**config.mk**
```make
export PLATFORM = sky130hd
export DESIGN_NAME = scan_chain_driver
export DESIGN_NICKNAME = d
export VERILOG_FILES = /design/src/rtl/scan_chain_driver.sv
export SDC_FILE = /design/constraint.sdc
export NUM_CORES = 1
export LEC_CHECK = 0
export ABC_AREA = 0
export BUFFER_PORTS_ARGS = -buffer_cell sky130_fd_sc_hd__buf_2
export CAP_MARGIN = 10
export CORE_MARGIN = 5
export CORE_UTILIZATION = 30
export CTS_CLUSTER_DIAMETER = 30
export DETAILED_ROUTE_END_ITERATION = 16
export PLACE_DENSITY_LB_ADDON = 0.15
export SLEW_MARGIN = 20
export SYNTH_ARGS = -nofsm -noshare
export SYNTH_HDL_FRONTEND = slang
export SYNTH_SLANG_ARGS = --single-unit
```
**constraint.sdc**
```tcl
create_clock -name CK -period 2.2 [get_ports CK]
set_input_delay 0.22 -clock CK [delete_from_list [all_inputs] [get_ports CK]]
set_output_delay 0.22 -clock CK [all_outputs]
set_load 0.02 [all_outputs]
```
**src/rtl/scan_chain_driver.sv**
```systemverilog
// scan_chain_driver
// Tester-side initiator for one full-scan chain. It loads pseudo-random
// patterns from a 16-bit Fibonacci LFSR and sequences scan_en through the
// load, capture and unload phases. Responses returning on scan_out are folded
// into a 16-bit serial MISR, and the MISR is compared against GOLDEN at the
// end of the run.
//
// Phase sequence for one run:
//   LOAD (CHAIN_LEN) -> { CAPTURE (1) -> SHIFT (CHAIN_LEN) } x (NUM_PAT-1)
//   -> CAPTURE (1) -> UNLOAD (CHAIN_LEN) -> DONE
//
// Every output comes straight from a flop, so scan_in and scan_en are
// glitch-free for the whole cycle.

module scan_chain_driver #(
    parameter int          CHAIN_LEN = 228,
    parameter int          NUM_PAT   = 64,
    parameter logic [15:0] SEED      = 16'hACE1,
    parameter logic [15:0] GOLDEN    = 16'h0000
) (
    input  logic        CK,
    input  logic        RST,
    input  logic        start,
    input  logic        scan_out,
    output logic        scan_in,
    output logic        scan_en,
    output logic        busy,
    output logic        done,
    output logic [15:0] signature,
    output logic        pass
);

    // Counter widths are sized so that no wrap can occur within a run.
    localparam int SC_W = $clog2(CHAIN_LEN + 1);
    localparam int PC_W = $clog2(NUM_PAT + 1);

    // Terminal counts: the last shift cycle of a phase and the last pattern.
    localparam logic [SC_W-1:0] SHIFT_LAST = SC_W'(CHAIN_LEN - 1);
    localparam logic [PC_W-1:0] PAT_LAST   = PC_W'(NUM_PAT - 1);

    // FSM encoding.
    localparam logic [2:0] ST_IDLE    = 3'd0;
    localparam logic [2:0] ST_LOAD    = 3'd1;
    localparam logic [2:0] ST_CAPTURE = 3'd2;
    localparam logic [2:0] ST_SHIFT   = 3'd3;
    localparam logic [2:0] ST_UNLOAD  = 3'd4;
    localparam logic [2:0] ST_DONE    = 3'd5;

    // Feedback parity of the x^16+x^14+x^13+x^11+1 taps (LFSR and MISR share it).
    function automatic logic tap_parity(input logic [15:0] v);
        tap_parity = v[15] ^ v[13] ^ v[12] ^ v[10];
    endfunction

    // One step of the pattern generator.
    function automatic logic [15:0] lfsr_step(input logic [15:0] v);
        lfsr_step = {v[14:0], tap_parity(v)};
    endfunction

    // One step of the serial signature register with the response bit folded in.
    function automatic logic [15:0] misr_step(input logic [15:0] v, input logic b);
        misr_step = {v[14:0], tap_parity(v) ^ b};
    endfunction

    // Registered state.
    logic [2:0]      state_r;
    logic [SC_W-1:0] shift_cnt_r;
    logic [PC_W-1:0] pat_cnt_r;
    logic [15:0]     lfsr_r;
    logic [15:0]     misr_r;
    logic            scan_in_r;
    logic            scan_en_r;
    logic            busy_r;
    logic            done_r;
    logic            pass_r;

    // Next-state values.
    logic [2:0]      state_s;
    logic [SC_W-1:0] shift_cnt_s;
    logic [PC_W-1:0] pat_cnt_s;
    logic [15:0]     lfsr_s;
    logic [15:0]     misr_s;
    logic            scan_in_s;
    logic            scan_en_s;
    logic            busy_s;
    logic            done_s;
    logic            pass_s;

    // Helpers shared by several FSM branches.
    logic [15:0]     lfsr_adv_s;
    logic [15:0]     misr_adv_s;
    logic            last_bit_s;

    // Precompute the advanced LFSR/MISR values and the end-of-phase flag.
    always_comb begin
        lfsr_adv_s = lfsr_step(lfsr_r);
        misr_adv_s = misr_step(misr_r, scan_out);
        last_bit_s = (shift_cnt_r == SHIFT_LAST);
    end

    // Sequencer: next state plus the next values of every registered output.
    // Outputs are computed one cycle ahead, so each flop holds the value that
    // belongs to the state being entered.
    always_comb begin
        state_s     = state_r;
        shift_cnt_s = shift_cnt_r;
        pat_cnt_s   = pat_cnt_r;
        lfsr_s      = lfsr_r;
        misr_s      = misr_r;
        scan_in_s   = 1'b0;
        scan_en_s   = 1'b0;
        busy_s      = 1'b0;
        done_s      = done_r;
        pass_s      = pass_r;

        case (state_r)
            ST_IDLE, ST_DONE: begin
                if (start) begin
                    // Fresh run. The first stimulus bit is the seed LSB, and it
                    // is already on scan_in in the first LOAD cycle.
                    state_s     = ST_LOAD;
                    shift_cnt_s = {SC_W{1'b0}};
                    pat_cnt_s   = {PC_W{1'b0}};
                    lfsr_s      = SEED;
                    misr_s      = 16'h0000;
                    scan_in_s   = SEED[0];
                    scan_en_s   = 1'b1;
                    busy_s      = 1'b1;
                    done_s      = 1'b0;
                    pass_s      = 1'b0;
                end else begin
                    // Hold: done, pass and signature keep their values.
                    state_s = state_r;
                end
            end

            ST_LOAD, ST_SHIFT: begin
                // The bit just shifted out of lfsr_r[0] is consumed; advance.
                lfsr_s = lfsr_adv_s;
                busy_s = 1'b1;
                if (state_r == ST_SHIFT) begin
                    misr_s = misr_adv_s;
                end else begin
                    // The chain contents during the first load are unknown.
                    misr_s = misr_r;
                end
                if (last_bit_s) begin
                    state_s     = ST_CAPTURE;
                    shift_cnt_s = {SC_W{1'b0}};
                    scan_en_s   = 1'b0;
                    scan_in_s   = 1'b0;
                end else begin
                    shift_cnt_s = shift_cnt_r + SC_W'(1'b1);
                    scan_en_s   = 1'b1;
                    scan_in_s   = lfsr_adv_s[0];
                end
            end

            ST_CAPTURE: begin
                busy_s      = 1'b1;
                scan_en_s   = 1'b1;
                shift_cnt_s = {SC_W{1'b0}};
                if (pat_cnt_r != PAT_LAST) begin
                    // More patterns to go: the next one is loaded while the
                    // previous response is unloaded.
                    state_s   = ST_SHIFT;
                    pat_cnt_s = pat_cnt_r + PC_W'(1'b1);
                    scan_in_s = lfsr_r[0];
                end else begin
                    state_s   = ST_UNLOAD;
                    scan_in_s = 1'b0;
                end
            end

            ST_UNLOAD: begin
                // LFSR frozen; only the response is compacted.
                misr_s = misr_adv_s;
                if (last_bit_s) begin
                    state_s     = ST_DONE;
                    shift_cnt_s = {SC_W{1'b0}};
                    busy_s      = 1'b0;
                    done_s      = 1'b1;
                    pass_s      = (misr_adv_s == GOLDEN);
                    scan_en_s   = 1'b0;
                end else begin
                    shift_cnt_s = shift_cnt_r + SC_W'(1'b1);
                    busy_s      = 1'b1;
                    scan_en_s   = 1'b1;
                end
                scan_in_s = 1'b0;
            end

            default: begin
                // Unreachable encoding: return to a clean idle state.
                state_s     = ST_IDLE;
                shift_cnt_s = {SC_W{1'b0}};
                pat_cnt_s   = {PC_W{1'b0}};
                lfsr_s      = 16'h0000;
                misr_s      = 16'h0000;
                done_s      = 1'b0;
                pass_s      = 1'b0;
            end
        endcase
    end

    // State and output registers. Reset aborts any run and clears the signature.
    always_ff @(posedge CK) begin
        if (RST) begin
            state_r     <= ST_IDLE;
            shift_cnt_r <= {SC_W{1'b0}};
            pat_cnt_r   <= {PC_W{1'b0}};
            lfsr_r      <= 16'h0000;
            misr_r      <= 16'h0000;
            scan_in_r   <= 1'b0;
            scan_en_r   <= 1'b0;
            busy_r      <= 1'b0;
            done_r      <= 1'b0;
            pass_r      <= 1'b0;
        end else begin
            state_r     <= state_s;
            shift_cnt_r <= shift_cnt_s;
            pat_cnt_r   <= pat_cnt_s;
            lfsr_r      <= lfsr_s;
            misr_r      <= misr_s;
            scan_in_r   <= scan_in_s;
            scan_en_r   <= scan_en_s;
            busy_r      <= busy_s;
            done_r      <= done_s;
            pass_r      <= pass_s;
        end
    end

    assign scan_in   = scan_in_r;
    assign scan_en   = scan_en_r;
    assign busy      = busy_r;
    assign done      = done_r;
    assign signature = misr_r;
    assign pass      = pass_r;

endmodule
```
==> flow_summary.toml, run 1 <==
[routing]
detail_route.first_pass.iterations = 4
ant_nets = 0
drt_iter0_markers = 98
routed_wire_length_per_instance_um = 15.01
vias = 2297
viasPerCell = 5.280
drc_errors = 0
routed_wl_um = 6531

[sta]
slew_headroom_pct = 54.10
min_period_over_period_pct = 89.82
max_freq_mhz = 506.1
total_count_of_max_transition_violations_in_the_final_report = 0
unrepaired_setup_endpoints_after_global_routing = "false"
finalSetupViolations = 0
layout_min_cycle_time_ns = 1.976
tightestPinTransition_ns = 0.6885
setup-tns-final_ns = 0
clock_skew_ns = 0.008928
timing.final.hold_violations = 0

[placement]
hpwl_um = 4473
numPlacedInstances = 427
place_congestion = 0.7702
port-buffer-count = 24

[floorplanning]
dieWidth_um = 103.3
std_cell_rows = 34
floorplan.die_area_um2 = 10670
die_height_um = 103.3
start_util_pct = 30.39
floorplan.io_pins = 25
fp.coreArea_um2 = 8593

[synth]
ys_seq_area_share_pct = 42.17
average_instance_area_after_synthesis_um2 = 8.675
post-synth-top-area-fraction_pct = 42.17
postSynthCellCount = 301
yosys.area_share.adder_pct = 0.9583
main_combinational_cell_family_by_area_after_synthesis = "compound AO/OA/AOI/OAI gates"
synth_area_um2 = 2611
yosys-mux-area-fraction_pct = 0.7667
synth.ff_latch_count = 55
compound_gate_fraction_of_synth_area_pct = 25.73
yosys-top-cells-area = "dfxtp_1 (42%), a21oi_1 (6.3%), o211ai_1 (4.9%), nand3_1 (4.2%), nor3_1 (3.4%)"
ys_async_sr_fraction_pct = 0
synth_top_flop_cell = "dfxtp_1"
synth_xor_xnor_area_share_pct = 5.558
synthMostInstantiatedCell = "dfxtp_1"
synth-simple-area-share_pct = 19.93
synth_warnings = 0
count_of_different_cell_masters_after_synthesis = 57
mapped_nets = 307
synth_top_cells_by_count = "dfxtp_1 (55), a21oi_1 (33), nand3_1 (22)"
netlist.top_cell.by_area = "dfxtp_1"
synth_edf_count = 0

[final_layout]
nNetsFinal = 332
fillCellCount = 929
synthToLayoutAreaGrowth_pct = 14.33
insertedDiodeCount = 0
drive_above_1_share_pct = 17.13
final_cell_count_no_fill = 435

[global_routing]
globalRoute.totalOverflow = 0
grt_start_max_net_pins = 22
antenna_found_initial = 0
grt_pass1_vias = 2219
grt_pass1_wl_um = 11100
grt_usage_pct = 12.90

[worst_setup_path]
critical_path_arrival_ns = 2.21
cp_class = "reg2reg"
required_ns = 2.44
worst_path_max_fanout = 11
cp-end-kind = "flip-flop"
worst-r2r-cell-count = 5
rrSetupSlack_ns = 0.22
crit-reg2reg-capture = "pat_cnt_r[3]$_SDFFE_PP0P_"
worst_r2r_startpoint = "state_r[0]$_SDFFE_PP0P_"
worstSetupStartpointType = "flip-flop"
setup.worst_path.start = "state_r[0]$_SDFFE_PP0P_"
worst_setup_path_end = "pat_cnt_r[3]$_SDFFE_PP0P_"

[cts]
clock_insertion_delay_worst_skew_ns = 0.31
hold_buffers_post_cts = 0
clock-root-buffer = "clkbuf_8"
postCtsSetupRepairBufs = 0
tritoncts = "done"
cts_buffers = 5
cts_max_level = 2
clock_tree.buffer_depth = 2
post_cts.resized_instances = 0
clock_sink_count = 55
clk_pin_slew_ns = 0.10

[run]
maxCapViolCount = 0

[outcome]
status = "finished, final reports clean"

[power]
leakage_nw = 1.065
max-vdd-ir-drop_uv = 283.5
power-per-cell-area_nw_per_um2 = 857.3

[hold_path]
hold_class = "in2reg"
layout make-up:
cell class,instances,area [um^2],area share [%]
sequential,55,1101,36.88
multi-input combinational,219,1391,46.61
timing repair buffer,40,240.2,8.047
inverter,5,18.77,0.6287
tap,108,135.1,4.526
clock inverter,2,16.27,0.5448
clock buffer,6,82.58,2.766
stage by stage:
stage / total power (W) / utilization [%] / instance area [um^2] / hold WS (ns) / setup slack [ns]
final: 0.002559 / 34.74 / 2985 / 0.3194 / 0.2240
after global routing: 0.002733 / 34.74 / 2985 / 0.3661 / 0.06642
after CTS: 0.002593 / 34.74 / 2985 / 0.3191 / 0.2148
after detailed placement: 0.001979 / 33.59 / 2887 / 0.4431 / 0.2427
after global placement: 0.001973 / 33.49 / 2878 / 0.4312 / 0.2667
after floorplan: 0.001755 / - / 2611 / 0.4085 / 0.5100
worst min-delay path by stage:
stage	start	end	cells after the start
2_1_floorplan	RST	lfsr_r[0]$_SDFFE_PP0P_	3
3_3_place_gp	pat_cnt_r[6]$_SDFFE_PP0P_	pat_cnt_r[6]$_SDFFE_PP0P_	1
3_5_place_dp	pat_cnt_r[6]$_SDFFE_PP0P_	pat_cnt_r[6]$_SDFFE_PP0P_	1
4_1_cts	RST	lfsr_r[4]$_SDFFE_PP0P_	2
5_1_grt	RST	signature[14]$_SDFFE_PP0P_	2
6_report	RST	lfsr_r[3]$_SDFFE_PP0P_	2
flip-flops by register name, indices dropped and copies added (netlist names):
register and cells:
scan_in 1, state_r 3, done 1, pass 1, busy 1, shift_cnt_r 8, pat_cnt_r 7, lfsr_r 16
signature 16, scan_en 1
layer usage:
metal | part of all wire [%] | vias to the layer above | track usage, %
li1 | - | 1172 | -
met1 | 49 | 1090 | 18.23
met2 | 46 | 33 | 20.23
met3 | 3.8 | 2 | 3.085
met4 | 0.44 | 0 | 2.390
met5 | 0 | - | 0
cells by family (layout without fill, tap and decap cells):
family	after synthesis	in the layout
adders and majority gates	2	2
DFF	55	55
muxes	2	2
AOI/OAI and AO/OA	99	99
xor gates and xnor gates	15	15
buffers and inverters	27	53
and+or+nand+nor	101	101
power breakdown:
group / leakage (nW) / internal [W] / total [W] / switching [W]
Clock: 0.0474 / 0.000258 / 0.000602 / 0.000344
Combinational: 0.571 / 0.000290 / 0.000795 / 0.000505
Sequential: 0.447 / 0.00108 / 0.00116 / 0.0000802
Total: 1.07 / 0.00163 / 0.00256 / 0.000929
placed cells by master, fill, tap and decap left out, types with 3 or more instances in the layout:
cell      count
buf_2        24
clkbuf_8      6
buf_4        16
o211ai_1     17
o21ai_0      11
xor2_1        5
nor4_1        6
nor2b_1       3
nand2b_1      6
nand3_1      22
inv_1         5
o31ai_1       3
nor2_1       21
nor3_1       18
a21oi_1      33
nand2_1      10
a22oi_1       8
dfxtp_1      55
xnor2_1       9
worst max-delay path, cell delays in order (launching register included):
cell,delay [ns]
dfxtp_1,0.61
nor3b_1,0.10
buf_4,0.18
a211o_1,0.37
or4_1,0.50
a21boi_0,0.16
Power figures use the tool's default switching activity.
==> run 2: changes to the inputs <==
--- a/config.mk
+++ b/config.mk
@@ -9,7 +9,7 @@
 export BUFFER_PORTS_ARGS = -buffer_cell sky130_fd_sc_hd__buf_2
 export CAP_MARGIN = 10
 export CORE_MARGIN = 5
-export CORE_UTILIZATION = 30
+export CORE_UTILIZATION = 29
 export CTS_CLUSTER_DIAMETER = 30
 export DETAILED_ROUTE_END_ITERATION = 16
 export PLACE_DENSITY_LB_ADDON = 0.15
==> run 2 against run 1 <==
Effect of this change: count of clock-buffer cells in the layout unchanged; core utilization down 1.1 points; cell area down 1.1%; wire length up 0.38%; via count up 0.26%; clock skew about the same.
==> flow_summary.toml, run 2 (synthesized netlist as in run 1, its figures left out) <==
[routing]
routed_wl_um = 6556
detail_route.first_pass.iterations = 4
ant_nets = 0
routed_wire_length_per_instance_um = 15.14
drc_errors = 0
drt_iter0_markers = 78
viasPerCell = 5.319
vias = 2303

[sta]
max_freq_mhz = 524.0
finalSetupViolations = 0
timing.final.hold_violations = 0
slew_headroom_pct = 56.94
min_period_over_period_pct = 86.74
unrepaired_setup_endpoints_after_global_routing = "false"
setup-tns-final_ns = 0
final_critical_path_setup_slack_ns = 0.2917
total_count_of_max_transition_violations_in_the_final_report = 0
layout_min_cycle_time_ns = 1.908
tightestPinTransition_ns = 0.6458
clock_skew_ns = 0.008611

[worst_setup_path]
critical_path_buf_inv_count = 0
worst_path_max_fanout = 18
worst-r2r-cell-count = 4
cp_class = "reg2reg"
crit_cells = 4
path_cells = "nor2b_1, or2_2, a21boi_2, o2111a_1"
worst_r2r_startpoint = "state_r[0]$_SDFFE_PP0P_"
cp_top_family = "simple AND/OR/NAND/NOR gates"
worstSetupStartpointType = "flip-flop"
required_ns = 2.42
worst_path_max_delay_cell = "dfxtp_1"
setup.worst_path.start = "state_r[0]$_SDFFE_PP0P_"
critical_path_arrival_ns = 2.13
crit-reg2reg-capture = "state_r[0]$_SDFFE_PP0P_"
max_stage_delay_ns = 0.55
worst_setup_path_end = "state_r[0]$_SDFFE_PP0P_"
rrSetupSlack_ns = 0.29
cp-end-kind = "flip-flop"

[placement]
pre_cts_slack_ns = 0.2871
numPlacedInstances = 425
place_congestion = 0.7447
port-buffer-count = 24
hpwl_um = 4363

[cts]
post_cts.resized_instances = 0
clk_pin_slew_ns = 0.10
clock-root-buffer = "clkbuf_8"
clock_sink_count = 55
cts_max_level = 2
postCtsSetupRepairBufs = 0
tritoncts = "done"
cts_buffers = 5
clock_tree.buffer_depth = 2
hold_buffers_post_cts = 0
clock_insertion_delay_worst_skew_ns = 0.32

[final_layout]
insertedDiodeCount = 0
drive_above_1_share_pct = 16.31
final_common_cell = "dfxtp_1"
nNetsFinal = 330
final_cell_count_no_fill = 433
mostFrequentLayoutCells = "dfxtp_1 (55), a21oi_1 (33), buf_2 (24)"
synthToLayoutAreaGrowth_pct = 13.03

[floorplanning]
fp.coreArea_um2 = 8763
die_height_um = 104.9
start_util_pct = 29.80
floorplan.io_pins = 25
dieWidth_um = 104.9
std_cell_rows = 34
floorplan.die_area_um2 = 11000

[global_routing]
met3_resource_use_gr_pct = 2.466
globalRoute.totalOverflow = 0
grtUsageMet2_pct = 17.45
grt_pass1_vias = 2190
grt_pass1_wl_um = 11070
grt_start_max_net_pins = 26
grt_busiest_layer = "met1"
antenna_found_initial = 0
globalRouteMet1Util_pct = 17.62
grt_usage_pct = 11.96

[power]
leakage_nw = 1.048
power-per-cell-area_nw_per_um2 = 853.6
fin_total_pwr_w = 0.002519
max-vdd-ir-drop_uv = 312.6

[run]
maxCapViolCount = 0

[outcome]
status = "finished, final reports clean"

[hold_path]
hold_class = "in2reg"
hold_critical_path_depth = 2
==> run 2: cell type report <==
cell class,instances,area [um^2]
repair buffers,38,225.2
multi-input cells,219,1383
clock inverters,2,16.27
fillers,956,5812
clock buffers,6,72.57
well taps,108,135.1
inverters,5,18.77
flip-flops and latches,55,1101
==> run 2: routing by layer <==
metal,share of wire [%],up-vias
met4,1.3,0
met2,43,40
met5,0,-
met3,3.7,7
li1,-,1164
met1,52,1092
==> run 2: through the flow <==
step | hold WS (ns) | util, % | cell area [um^2]
4_1_cts | 0.3502 | 33.68 | 2952
3_3_place_gp | 0.4298 | 32.67 | 2863
3_5_place_dp | 0.4459 | 32.67 | 2863
2_1_floorplan | 0.4085 | - | 2611
6_report | 0.3431 | 33.68 | 2952
5_1_grt | 0.3682 | 33.68 | 2952
==> run 2: report_power, final <==
group / total (W) / leakage, nW / switching [W] / internal [W]
Clock: 0.000589 / 0.0418 / 0.000359 / 0.000230
Sequential: 0.00116 / 0.447 / 0.0000805 / 0.00108
Combinational: 0.000768 / 0.559 / 0.000492 / 0.000276
==> run 2: worst min path at each step <==
| stage | slack (ns) | endpoint | startpoint |
|---|---|---|---|
| floorplan | 0.41 | lfsr_r[0]$_SDFFE_PP0P_ | RST |
| global placement | 0.43 | pat_cnt_r[6]$_SDFFE_PP0P_ | pat_cnt_r[6]$_SDFFE_PP0P_ |
| detailed placement | 0.45 | pat_cnt_r[6]$_SDFFE_PP0P_ | pat_cnt_r[6]$_SDFFE_PP0P_ |
| CTS | 0.35 | lfsr_r[12]$_SDFFE_PP0P_ | RST |
| global route | 0.37 | lfsr_r[14]$_SDFFE_PP0P_ | RST |
| finish | 0.34 | lfsr_r[12]$_SDFFE_PP0P_ | RST |
